`src/rtl/sys_ctrl_gen2.sv`:
```
// rtl/sys_ctrl_gen2.sv - command-frame system controller; optional write-ack to FIFO under WR_ACK_EN
module sys_ctrl_gen2 #(
  parameter int DATA_WIDTH     = 8,
  parameter int ADDR_WIDTH     = 4,
  parameter int ALU_OUT_WIDTH  = 16,
  parameter int FUN_WIDTH      = 4,
  parameter int TIMEOUT_CYCLES = 1024
) (
  input  logic                     CLK,
  input  logic                     RST,
  input  logic [DATA_WIDTH-1:0]    DATA_IN,
  input  logic                     DATA_IN_VALID,
  input  logic [DATA_WIDTH-1:0]    Rd_D,
  input  logic                     Rd_D_Valid,
  input  logic [ALU_OUT_WIDTH-1:0] ALU_OUT,
  input  logic                     ALU_OUT_Valid,
  input  logic                     F_FULL,
  output logic                     WrEn,
  output logic                     RdEn,
  output logic [ADDR_WIDTH-1:0]    Addr,
  output logic [DATA_WIDTH-1:0]    Wr_D,
  output logic [FUN_WIDTH-1:0]     FUN,
  output logic                     ALU_EN,
  output logic                     GATE_EN,
  output logic                     W_INC,
  output logic [DATA_WIDTH-1:0]    Wr_DATA,
  output logic                     CMD_ERR
);
  localparam int NBYTES = ALU_OUT_WIDTH / DATA_WIDTH;
  localparam int CW     = $clog2(NBYTES + 1);
  localparam int TW     = $clog2(TIMEOUT_CYCLES + 1);

  typedef enum logic [3:0] {
    IDLE, WR_ADDR, WR_DATA, RD_ADDR, RD_WAIT, OPA, OPB, ALU_FUN, ALU_WAIT, TX_SEND
  } state_t;

  state_t                   state, state_nx;
  logic [ALU_OUT_WIDTH-1:0] tx_buf, tx_buf_nx;
  logic [CW-1:0]            tx_cnt, tx_cnt_nx;
  logic [TW-1:0]            timer, timer_nx;
  logic                     wr_en_nx, rd_en_nx, alu_en_nx, gate_en_nx, w_inc_nx, cmd_err_nx;
  logic [ADDR_WIDTH-1:0]    addr_nx;
  logic [DATA_WIDTH-1:0]    wr_d_nx, wr_data_nx;
  logic [FUN_WIDTH-1:0]     fun_nx;
  logic [7:0]               cmd;
  logic                     timed, expire, known_cmd;

  // Only the low byte of the first frame carries the command code.
  assign cmd       = DATA_IN[7:0];
  assign known_cmd = cmd inside {8'hAA, 8'hBB, 8'hCC, 8'hDD};
  // Transmission is never abandoned, so only command/wait states are timed.
  assign timed     = (state != IDLE) && (state != TX_SEND);
  assign expire    = timed && (timer == TW'(TIMEOUT_CYCLES - 1));

  // State register plus all registered outputs and the TX byte buffer.
  always_ff @(posedge CLK) begin
    if (!RST) begin
      state   <= IDLE;
      tx_buf  <= '0;
      tx_cnt  <= '0;
      timer   <= '0;
      WrEn    <= 1'b0;
      RdEn    <= 1'b0;
      Addr    <= '0;
      Wr_D    <= '0;
      FUN     <= '0;
      ALU_EN  <= 1'b0;
      GATE_EN <= 1'b0;
      W_INC   <= 1'b0;
      Wr_DATA <= '0;
      CMD_ERR <= 1'b0;
    end else begin
      state   <= state_nx;
      tx_buf  <= tx_buf_nx;
      tx_cnt  <= tx_cnt_nx;
      timer   <= timer_nx;
      WrEn    <= wr_en_nx;
      RdEn    <= rd_en_nx;
      Addr    <= addr_nx;
      Wr_D    <= wr_d_nx;
      FUN     <= fun_nx;
      ALU_EN  <= alu_en_nx;
      GATE_EN <= gate_en_nx;
      W_INC   <= w_inc_nx;
      Wr_DATA <= wr_data_nx;
      CMD_ERR <= cmd_err_nx;
    end
  end

  // Next-state decode; timeout overrides any frame or response arriving the same cycle.
  always_comb begin
    state_nx = state;
    if (expire) begin
      state_nx = IDLE;
    end else begin
      case (state)
        IDLE: if (DATA_IN_VALID) begin
          case (cmd)
            8'hAA:   state_nx = WR_ADDR;
            8'hBB:   state_nx = RD_ADDR;
            8'hCC:   state_nx = OPA;
            8'hDD:   state_nx = ALU_FUN;
            default: state_nx = IDLE;
          endcase
        end
`ifdef WR_ACK_EN
        WR_DATA:  if (DATA_IN_VALID) state_nx = TX_SEND;
`else
        WR_DATA:  if (DATA_IN_VALID) state_nx = IDLE;
`endif
        WR_ADDR:  if (DATA_IN_VALID) state_nx = WR_DATA;
        RD_ADDR:  if (DATA_IN_VALID) state_nx = RD_WAIT;
        RD_WAIT:  if (Rd_D_Valid)    state_nx = TX_SEND;
        OPA:      if (DATA_IN_VALID) state_nx = OPB;
        OPB:      if (DATA_IN_VALID) state_nx = ALU_FUN;
        ALU_FUN:  if (DATA_IN_VALID) state_nx = ALU_WAIT;
        ALU_WAIT: if (ALU_OUT_Valid) state_nx = TX_SEND;
        TX_SEND:  if (!F_FULL && tx_cnt <= CW'(1)) state_nx = IDLE;
        default:  state_nx = IDLE;
      endcase
    end
  end

  // Next values for registered outputs, TX buffer and timeout counter.
  always_comb begin
    wr_en_nx   = 1'b0;
    rd_en_nx   = 1'b0;
    alu_en_nx  = 1'b0;
    w_inc_nx   = 1'b0;
    cmd_err_nx = 1'b0;
    gate_en_nx = GATE_EN;
    addr_nx    = Addr;
    wr_d_nx    = Wr_D;
    fun_nx     = FUN;
    wr_data_nx = Wr_DATA;
    tx_buf_nx  = tx_buf;
    tx_cnt_nx  = tx_cnt;
    timer_nx   = timed ? timer + 1'b1 : '0;
    if (expire) begin
      cmd_err_nx = 1'b1;
      gate_en_nx = 1'b0;
      timer_nx   = '0;
    end else begin
      case (state)
        IDLE: if (DATA_IN_VALID && !known_cmd) cmd_err_nx = 1'b1;
        WR_ADDR: if (DATA_IN_VALID) begin
          addr_nx  = DATA_IN[ADDR_WIDTH-1:0];
          timer_nx = '0;
        end
        WR_DATA: if (DATA_IN_VALID) begin
          wr_d_nx  = DATA_IN;
          wr_en_nx = 1'b1;
          timer_nx = '0;
`ifdef WR_ACK_EN
          tx_buf_nx = ALU_OUT_WIDTH'(Addr);
          tx_cnt_nx = CW'(1);
`endif
        end
        RD_ADDR: if (DATA_IN_VALID) begin
          addr_nx  = DATA_IN[ADDR_WIDTH-1:0];
          rd_en_nx = 1'b1;
          timer_nx = '0;
        end
        RD_WAIT: begin
          if (DATA_IN_VALID) cmd_err_nx = 1'b1;
          if (Rd_D_Valid) begin
            tx_buf_nx = ALU_OUT_WIDTH'(Rd_D);
            tx_cnt_nx = CW'(1);
            timer_nx  = '0;
          end
        end
        OPA, OPB: if (DATA_IN_VALID) begin
          addr_nx  = (state == OPA) ? '0 : ADDR_WIDTH'(1);
          wr_d_nx  = DATA_IN;
          wr_en_nx = 1'b1;
          timer_nx = '0;
        end
        ALU_FUN: if (DATA_IN_VALID) begin
          fun_nx     = DATA_IN[FUN_WIDTH-1:0];
          alu_en_nx  = 1'b1;
          gate_en_nx = 1'b1;
          timer_nx   = '0;
        end
        ALU_WAIT: begin
          if (DATA_IN_VALID) cmd_err_nx = 1'b1;
          if (ALU_OUT_Valid) begin
            tx_buf_nx  = ALU_OUT;
            tx_cnt_nx  = CW'(NBYTES);
            gate_en_nx = 1'b0;
            timer_nx   = '0;
          end
        end
        TX_SEND: begin
          if (DATA_IN_VALID) cmd_err_nx = 1'b1;
          // Buffer shifts right so the least significant byte always goes first.
          if (!F_FULL) begin
            w_inc_nx   = 1'b1;
            wr_data_nx = tx_buf[DATA_WIDTH-1:0];
            tx_buf_nx  = tx_buf >> DATA_WIDTH;
            tx_cnt_nx  = tx_cnt - 1'b1;
          end
        end
        default: ;
      endcase
    end
  end
endmodule

```
`config.mk`:
```
export PLATFORM = sky130hd
export DESIGN_NAME = sys_ctrl_gen2
export DESIGN_NICKNAME = d
export VERILOG_FILES = /design/src/rtl/sys_ctrl_gen2.sv
export SDC_FILE = /design/constraint.sdc
export NUM_CORES = 1
export LEC_CHECK = 0
export CORE_UTILIZATION = 30
export DETAILED_ROUTE_END_ITERATION = 10
export GPL_ROUTABILITY_DRIVEN = 0
export GPL_TIMING_DRIVEN = 1
export SLEW_MARGIN = 20
export SYNTH_ARGS = -nofsm -noshare
export SYNTH_HDL_FRONTEND = slang
export SYNTH_SLANG_ARGS = --single-unit
```
`constraint.sdc`:
```
create_clock -name CLK -period 2.4 [get_ports CLK]
set_clock_uncertainty 0.2 [all_clocks]
set_input_delay 0.48 -clock CLK [delete_from_list [all_inputs] [get_ports CLK]]
set_output_delay 0.48 -clock CLK [all_outputs]
set_load 0.05 [all_outputs]
```
==> results of run 1 <==
## registers in the layout (all words and copies together) (netlist names)
name and count:
Wr_DATA 8, Wr_D 8, FUN 4, tx_buf 16
W_INC 1, Addr 4, CMD_ERR 1, GATE_EN 1
tx_cnt 2, state 4, timer 11, WrEn 1
RdEn 1, ALU_EN 1
## worst max-delay path, stage by stage, from the launching register on
cell and delay (ns):
dfxtp_1 0.35, ha_1 0.19, nand3_1 0.22, nor4_4 0.32
buf_4 0.19, nand2_2 0.07, buf_4 0.24, nand2_4 0.16
mux2i_1 0.20
## kinds of logic after synthesis
family | after synthesis
and+or+nand+nor | 139
DFF | 63
AOI/OAI and AO/OA | 60
buffers and inverters | 32
muxes | 30
xor gates and xnor gates | 12
adders and majority gates | 2
## worst min path at each step
stage / start / to
6_report: timer[0] / timer[0]
5_1_grt: tx_buf[12] / tx_buf[12]
4_1_cts: timer[0] / timer[0]
3_5_place_dp: timer[0] / timer[0]
3_3_place_gp: timer[0] / timer[0]
2_1_floorplan: timer[0] / timer[0]
## layer usage
layer	track usage, %	wire length, um
met3	4.49	384
met4	6.91	88
met2	24.5	3520
met5	0	0
met1	20.4	3490
## placed cells by master, fill, tap and decap left out, types with 2 or more instances in the layout
cell              n
clkdlybuf4s50_1  67
dfxtp_1          63
nand2_1          44
nor2_1           32
mux2i_1          30
buf_4            18
a21oi_1          16
nand3_1          11
clkbuf_8         11
a311oi_1         10
and3_1            9
xnor2_1           9
nand2b_1          8
a221oi_1          8
inv_1             7
o21ai_0           7
nor2b_1           7
nand4_1           7
o2111ai_1         4
nor3b_1           3
xor2_1            3
nor4_1            3
bufinv_16         3
nor3_1            2
nor2_2            2
a31oi_1           2
and2_1            2
nor4bb_1          2
a211oi_1          2
ha_1              2
## power by group through the flow
stage               logic, uW  clock network (uW)  registers, uW
floorplan                 177                   0           1140
global placement          334                   0           1120
detailed placement        338                   0           1120
CTS                       339                1190           1090
global route              373                1250           1100
finish                    339                1160           1090
## timing repair
| action | 4_1_cts | 5_1_grt |
|---|---|---|
| gates resized for setup | 0 | 1 |
| buffers inserted | 0 | 2 |
| endpoints found under the setup margin | 0 | 3 |
## synth_stat cells (3+ instances only)
library cell	number
nand2b_1	8
o2111ai_1	4
xnor2_1	9
nor2b_1	7
nor2_1	32
nand4_1	7
o21ai_0	7
nand2_1	44
buf_2	10
nor3b_1	3
a21oi_1	16
xor2_1	3
a221oi_1	8
mux2i_1	30
dfxtp_1	63
a311oi_1	10
nor4_1	3
and3_1	9
nand3_1	11
inv_1	7
clkbuf_1	11
## through the flow
| step | setup WS [ns] | hold slack [ns] | util (%) | cells | setup TNS [ns] |
|---|---|---|---|---|---|
| global placement | 0.0171 | 0.228 | 40.7 | 527 | 0 |
| floorplan | 0.556 | 0.217 | - | 338 | 0 |
| detailed placement | -0.0272 | 0.237 | 40.7 | 527 | -0.113 |
| finish | 0.174 | 0.248 | 43.6 | 545 | 0 |
| CTS | 0.152 | 0.253 | 43.4 | 543 | 0 |
| global route | 0.0429 | 0.266 | 43.6 | 545 | 0 |
## cell type report
cell class / instances / area [um^2]
clock buffer: 11 / 151
clock inverter: 5 / 104
fill: 950 / 5310
inverter: 8 / 30.0
multi-input combinational: 243 / 1570
sequential: 63 / 1260
tap: 129 / 161
timing repair buffer: 86 / 826
==> impl_results.md, run 1 <==
* Run status: complete, no violations
* Layout cell share with drive strength beyond 1 at between 10 and 15%
* Fin crit period at around 2.2 ns
* Sw frac at 23.7%
* Antenna-violating nets left at 0
* End of the critical path: tx_buf[15]
* Largest net degree at the start of global routing at 46
* Arrival time worst endpoint at ~2.3 ns
* Synth Area in XOR/XNOR at between 3 and 4%
* CTS hold repair buffers at 0
* Die area at approximately 10,000 um^2
* First-pass GRT wire length at ~13 mm
* Via Count at around 2.6k
* YS warnings at 0
* Setup violation total in the final timing report at 0
* DRC Markers at 0
* Psw at between 600 and 700 uW
* Max frequency at 0.449 GHz
* IO Port Bufs at 67
* Reg-to-Reg Start: timer[0]
* Final wirelength at roughly 7.5 mm
* Synth Area in Compound Gates at ~15%
* Yosys reg bits at 63
* Syn nets at about 380
* Placement Cell Area at around 3800 um^2
* Worst hold path type: reg2reg
* PD cells at approximately 630 nW/um^2
* Multiplexer share of the synthesized area at between 10% and 20%
* Final hold vios at 0
* CTS sink cnt at between 60 and 70
* Wire per inst at around 14 um
* Fin crit share at between 90% and 100%
* Starting Density at between 30% and 40%
* Final Power at about 2600 uW
* Layout area overhead at 38.0%
* Slew HR at ~64%
* Syn Std Cell Area at a little under 3000 um^2
* Die Wd at slightly above 100 um
* Vias in the first global route at about 2.6k
* Flop-to-flop setup slack at about 0.17 ns
* Design area at between 4000 and 5000 um^2
* Net count, final at roughly 450
* CTS tree: built
* CORE AREA at 9420 um^2
* Peak VDD IR at ~0.27 mV
* Initial antenna violation count at 0
* Combinational power share at a little over an eighth
* Iteration-0 DRC Markers at approximately 140
* Slew @ Worst Pin at 0.533 ns
* Synth area leaders: dfxtp_1, mux2i_1, nand2_1
* Post-Synth Adder-Cell Area at less than 1%
* Final Slew Violations at 0
* Clk Tree Root Cell: clkbuf_8
* Crit Path Class: reg2reg
* Int Pwr at between 1500 and 2000 uW
* Synth async-reset ratio at 0%
* Mean post-synth cell area at around 8.8 um^2
* Worst Hold Depth at 1
* Skew-Pair Late Insertion Delay at 0.33 ns
* Die Y at approximately 100 um
* Leak at around 0.0015 uW
* DR pass1 iterations at 4
* Worst Path Required at 2.46 ns
* Ant. Diodes at 0
* Critical Path End Type: flop
* Hpwl dp at between 5 and 6 mm
* Reg2reg path depth at 8
* Dominant synthesized flop cell: dfxtp_1
* Longest Clk Path Bufs at 2
* Cell row count at 35
* Sequential Power Share at between 40% and 50%
* Seq/Total Area, Yosys at 42.4%
* Simple-gate share of the synthesized area at approximately a quarter
* Syn Inst Count at 338
* Post-synth EDFFs at 0
* Clk slew on worst S/H paths at 0.07 ns
* # H-tree levels at 3
* Clock network power share at ~45%
* Critical path peak fanout at 22
* Largest family of logic cells by synthesized area: simple AND/OR/NAND/NOR gates
* Vias per cell at between 4 and 5
* Worst Setup Start Kind: flop
* Post-synth top area cell: dfxtp_1
* Worst flop-to-flop path endpoint: tx_buf[15]
* RSZ-0062 raised after global routing: false
* CTS buffer count at 9
* Distinct cell type count after synthesis at 48
* Area fraction of the dominant cell type after synthesis at roughly 42%
* Total grt overflow at 0
* Maxcap violations at 0
* Top-Level Pins at slightly below 70
* Tot GR Track Use at 15.8%
* Setup crit start: timer[0]
(Power assumes the default switching activity.)
==> inputs of run 2 (changes only) <==
TNS_END_PERCENT = 50   (was default)
==> results of run 2 <==
Same layout as run 1: the final DEF is identical, and so are final timing and power.
